--- src/rtl/toggle_pulse_gen.sv ---
// toggle_pulse_gen: debounced push-button to single-cycle toggle-enable pulse generator with auto-repeat
// Ports:
//   clk         - system clock, rising edge
//   rst         - synchronous active-high reset
//   btn_in      - raw asynchronous button level, 1 = pressed
//   repeat_en   - enables auto-repeat pulses while the button is held
//   t           - registered toggle-enable pulse, one clk period wide
//   pressed     - debounced button level
//   press_count - number of t pulses issued, wraps silently
module toggle_pulse_gen #(
    parameter int SYNC_STAGES     = 2,
    parameter int DEBOUNCE_CYCLES = 16,
    parameter int REPEAT_DELAY    = 64,
    parameter int REPEAT_RATE     = 16,
    parameter int CNT_W           = 8
) (
    input  logic             clk,
    input  logic             rst,
    input  logic             btn_in,
    input  logic             repeat_en,
    output logic             t,
    output logic             pressed,
    output logic [CNT_W-1:0] press_count
);
    localparam int RMAX = REPEAT_DELAY > REPEAT_RATE ? REPEAT_DELAY : REPEAT_RATE;
    localparam int DW   = $clog2(DEBOUNCE_CYCLES + 1);
    localparam int RW   = $clog2(RMAX + 1);

    typedef enum logic [2:0] {IDLE, DB_PRESS, HELD, REPEAT, DB_RELEASE} state_t;

    state_t                 state, state_n;
    logic [SYNC_STAGES-1:0] sync;
    logic                   btn_s;
    logic [DW-1:0]          dcnt, dcnt_n;
    logic [RW-1:0]          rcnt, rcnt_n;
    logic                   pulse;
    logic                   d_done, rd_done, rr_done;

    assign btn_s   = sync[SYNC_STAGES-1];
    assign d_done  = dcnt == DW'(DEBOUNCE_CYCLES);
    assign rd_done = rcnt == RW'(REPEAT_DELAY);
    assign rr_done = rcnt == RW'(REPEAT_RATE);

    always_ff @(posedge clk) begin
        if (rst) begin
            sync        <= '0;
            state       <= IDLE;
            dcnt        <= '0;
            rcnt        <= '0;
            t           <= 1'b0;
            press_count <= '0;
        end else begin
            sync        <= {sync[SYNC_STAGES-2:0], btn_in};
            state       <= state_n;
            dcnt        <= dcnt_n;
            rcnt        <= rcnt_n;
            t           <= pulse;
            press_count <= pulse ? press_count + CNT_W'(1) : press_count;
        end
    end

    always_comb begin
        state_n = state;
        dcnt_n  = dcnt;
        rcnt_n  = rcnt;
        case (state)
            IDLE: begin
                state_n = btn_s ? DB_PRESS : IDLE;
                dcnt_n  = btn_s ? DW'(1) : '0;
                rcnt_n  = '0;
            end
            DB_PRESS: begin
                state_n = !btn_s ? IDLE : d_done ? HELD : DB_PRESS;
                dcnt_n  = !btn_s ? '0 : d_done ? dcnt : dcnt + DW'(1);
                rcnt_n  = '0;
            end
            HELD: begin
                state_n = !btn_s ? DB_RELEASE : (repeat_en && rd_done) ? REPEAT : HELD;
                dcnt_n  = !btn_s ? DW'(1) : dcnt;
                rcnt_n  = (!btn_s || !repeat_en || rd_done) ? '0 : rcnt + RW'(1);
            end
            REPEAT: begin
                state_n = !btn_s ? DB_RELEASE : !repeat_en ? HELD : REPEAT;
                dcnt_n  = !btn_s ? DW'(1) : dcnt;
                rcnt_n  = (!btn_s || !repeat_en || rr_done) ? '0 : rcnt + RW'(1);
            end
            DB_RELEASE: begin
                // a re-press before the release is accepted counts as a glitch, not a new press
                state_n = btn_s ? HELD : d_done ? IDLE : DB_RELEASE;
                dcnt_n  = btn_s ? dcnt : d_done ? '0 : dcnt + DW'(1);
                rcnt_n  = '0;
            end
            default: begin
                state_n = IDLE;
                dcnt_n  = '0;
                rcnt_n  = '0;
            end
        endcase
    end

    always_comb begin
        pulse   = btn_s && ((state == DB_PRESS && d_done) ||
                  (repeat_en && ((state == HELD && rd_done) || (state == REPEAT && rr_done))));
        pressed = state == HELD || state == REPEAT || state == DB_RELEASE;
    end
endmodule
--- config.mk ---
export PLATFORM = sky130hd
export DESIGN_NAME = toggle_pulse_gen
export DESIGN_NICKNAME = d
export VERILOG_FILES = /design/src/rtl/toggle_pulse_gen.sv
export SDC_FILE = /design/constraint.sdc
export NUM_CORES = 1
export LEC_CHECK = 0
export CORE_MARGIN = 2
export CORE_UTILIZATION = 45
export CTS_BUF_LIST = sky130_fd_sc_hd__clkbuf_8
export DETAILED_ROUTE_END_ITERATION = 6
export GPL_TIMING_DRIVEN = 0
export PLACE_DENSITY_LB_ADDON = 0.12
export SYNTH_ARGS = -nofsm -noshare
export SYNTH_HDL_FRONTEND = slang
export SYNTH_SLANG_ARGS = --single-unit
--- constraint.sdc ---
create_clock -name clk -period 2 [get_ports clk]
set_clock_uncertainty 0.2 [all_clocks]
set_input_delay 0.4 -clock clk [delete_from_list [all_inputs] [get_ports clk]]
set_output_delay 0.4 -clock clk [all_outputs]
set_load 0.005 [all_outputs]
==> impl_metrics.toml <==
[yosys]
syn_area_um2 = 1250
postSynthNetCount = 154
yosys-top-cells-area = "dfxtp_1 (42%), ha_1 (5.0%), nor2_1 (4.2%)"
synthesis.area_per_instance_um2 = 8.62
yosysSeqAreaShare_pct = 41.6
netlist_top_cells_count = "dfxtp_1 (26), nor2_1 (14), nand3_1 (9), o21ai_0 (9)"
synth_most_common_cell = "dfxtp_1"
synth.largest_area_cell = "dfxtp_1"
synth-seq-cells = 26
synth-async-reset-ratio_pct = 0
synth_edf_count = 0
post-synth-top-area-fraction_pct = 41.6
ys.flop_type = "dfxtp_1"
synthDistinctLibCells = 38
syn_inst = 145
synthesis.yosys.warnings = 0

[timing]
grt_setup_unrepaired = "yes"
worst_slew_margin_rel_pct = 65.6
setup_viol_count_final = 3
timing.final.ws_setup_ns = -0.0539
worst_pin_slew_ns = 0.510
finalHoldViolCount = 0
achievable-frequency_mhz = 487
finalMaxSlewViolations = 0
setup_tns_ns = -0.114
min_period_over_period_pct = 103
fin_crit_ns = 2.05

[die]
std_cell_rows = 19
floorplan.initialDensity_pct = 46.5
die_h_um = 56.7
floorplan.core_area_um2 = 2690
die-area_um2 = 3220
io_count = 14
die_width_um = 56.7

[global_routing]
grt_overflow_total = 0
global_route_wire_length_before_repair_um = 4650
first_global_vias = 1045
grt_usage_pct = 18.0
antenna_found_initial = 0
grt_start_max_net_pins = 15

[setup_path]
cp_num_buf_inv = 1
critical-path-slowest-cell = "or3b_1"
required_ns = 2.00
cp_top_family = "simple AND/OR/NAND/NOR gates"
arrival_ns = 2.06
worstSetupPathType = "register to register"
startpoint_type = "register"
max_stage_delay_on_crit_path_ns = 0.44
worstPathCellList = "or3b_1, o21a_1, o32a_4, buf_6, or3_1, a21oi_1"
endpoint_kind = "register"
worstPathMaxFanout = 8

[finish]
layout-area-overhead-vs-synth_pct = 31.1
stdcell_count = 202
fin_area_um2 = 1640
layout.nets = 181
filler_cell_count = 237
antenna_cells = 0
layout-drive-gt1-share_pct = 21.1
layout.area.seq_um2 = 529
multi_input_comb_area_um2 = 746

[placed_design]
numPlacedInstances = 189
dpl-instance-area_um2 = 1430
port_buffers = 13
final_gp_congestion = 0.753
dp_hpwl_um = 1680

[power]
power-per-cell-area_nw_per_um2 = 547
p_leak_nw = 0.593
vdd_ir_drop_max_uv = 493

[detailed_routing]
drt_wl_total_um = 2720
detail_route.vias_per_cell = 5.63
dr_total_vias = 1137
wire_per_inst_um = 13.5
ant_nets = 0
detailedRoute.firstIterationViolations = 34
detail_route.drc_violations = 0
first_pass_iters = 4

[clock_tree]
tritoncts = "done"
clock_path_buffers = 2
ctsRootBufferMaster = "clkbuf_8"
clock_latency_ns = 0.27
cts_hold_buf = 0
cts_buffers = 3
h-tree-depth = 1
clk_sinks = 26
clk_pin_slew_worst_paths_ns = 0.09

[run_status]
status = "finished with violations"
failed_checks = "negative setup slack"

[run]
cap_viol_max_count = 0

[min_path]
worst_hold_path_type = "register to register"
==> report_power, final <==
part,internal [W],leakage [nW],switching [W],total (W)
Clock,0.000176,0.0288,0.000164,0.000340
Combinational,0.0000157,0.351,0.0000160,0.0000317
Sequential,0.000520,0.213,0.00000452,0.000525
Total,0.000712,0.593,0.000184,0.000896
==> flip-flops by register name, summed over array words and instances, names as in the netlist <==
name / cells
dcnt: 5
press_count: 8
rcnt: 7
state: 3
sync: 2
t: 1
==> area by class of cell <==
cell class	count	area share (%)
inverter	7	1.76
multi-input combinational	106	45.5
tap	31	2.37
timing repair buffer	24	13.1
clock buffer	4	3.36
sequential	26	32.3
buffer	4	1.60
==> cell families (layout without fill, tap and decap cells) <==
group	after synthesis	count (layout)	share of synthesized area, %
xor+xnor	6	6	4.20
compound gates	34	34	18.0
mux	2	2	1.60
simple gates	59	59	25.4
flops	26	26	41.6
buf+inv	13	39	4.10
fa+ha+maj	5	5	5.01
==> cell usage in the layout, fill, tap and decap left out, types with 3 or more instances in the layout <==
cell type and count:
or3_1 5, dfxtp_2 4, inv_1 4, o21ai_0 7
a31oi_1 3, nor2_1 13, clkbuf_8 4, nand3_1 9
a21oi_1 8, nor3_1 3, ha_1 4, dfxtp_1 21
nor2b_1 4, xor2_1 3, clkdlybuf4s50_1 12, nand2_1 7
buf_4 11, xnor2_1 3, and3_1 3
==> timing repair <==
item,in CTS,in global routing
pin swaps,7,5
setup endpoints to repair,13,11
buffers inserted,10,0
gates resized for setup,18,7
endpoints found under the hold margin,0,0
cloned,1,0
==> worst register-to-register path: cells and delay by family, from the launching register on <==
kind | cells | cell delay, ns
AO/OA/AOI/OAI | 3 | 0.50
AND/OR/NAND/NOR | 2 | 0.74
buffers and inverters | 1 | 0.14
flip-flops | 1 | 0.40
==> stage by stage <==
stage	total power (W)	utilization, %	setup WS, ns	hold slack [ns]
2_1_floorplan	0.000552	-	-0.0532	0.214
3_3_place_gp	0.000563	53.1	-0.218	0.219
3_5_place_dp	0.000564	53.1	-0.251	0.229
4_1_cts	0.000905	60.2	-0.101	0.251
5_1_grt	0.000929	61.0	-0.155	0.250
6_report	0.000896	61.0	-0.0539	0.232
==> worst paths after layout <==
kind         cells after the start                 from                           to  slack (ns)
max                              6  state[0]$_SDFF_PP0_  press_count[2]$_SDFFE_PP0P_       -0.05
min                              1   rcnt[0]$_SDFF_PP0_           rcnt[0]$_SDFF_PP0_        0.23
max reg2reg                      6  state[0]$_SDFF_PP0_  press_count[2]$_SDFFE_PP0P_       -0.05
min reg2reg                      1   rcnt[0]$_SDFF_PP0_           rcnt[0]$_SDFF_PP0_        0.23
==> routing by layer <==
metal | global-route usage, % | vias up | part of all wire [%] | wire length (µm)
met5 | 0 | - | 0 | 0
met4 | 3.06 | 0 | 1.5 | 42
met3 | 4.61 | 4 | 4.1 | 111
met2 | 30.9 | 24 | 48 | 1310
met1 | 23.0 | 530 | 46 | 1250
li1 | - | 579 | - | -
Note: power is estimated with default switching activity, not from simulation.
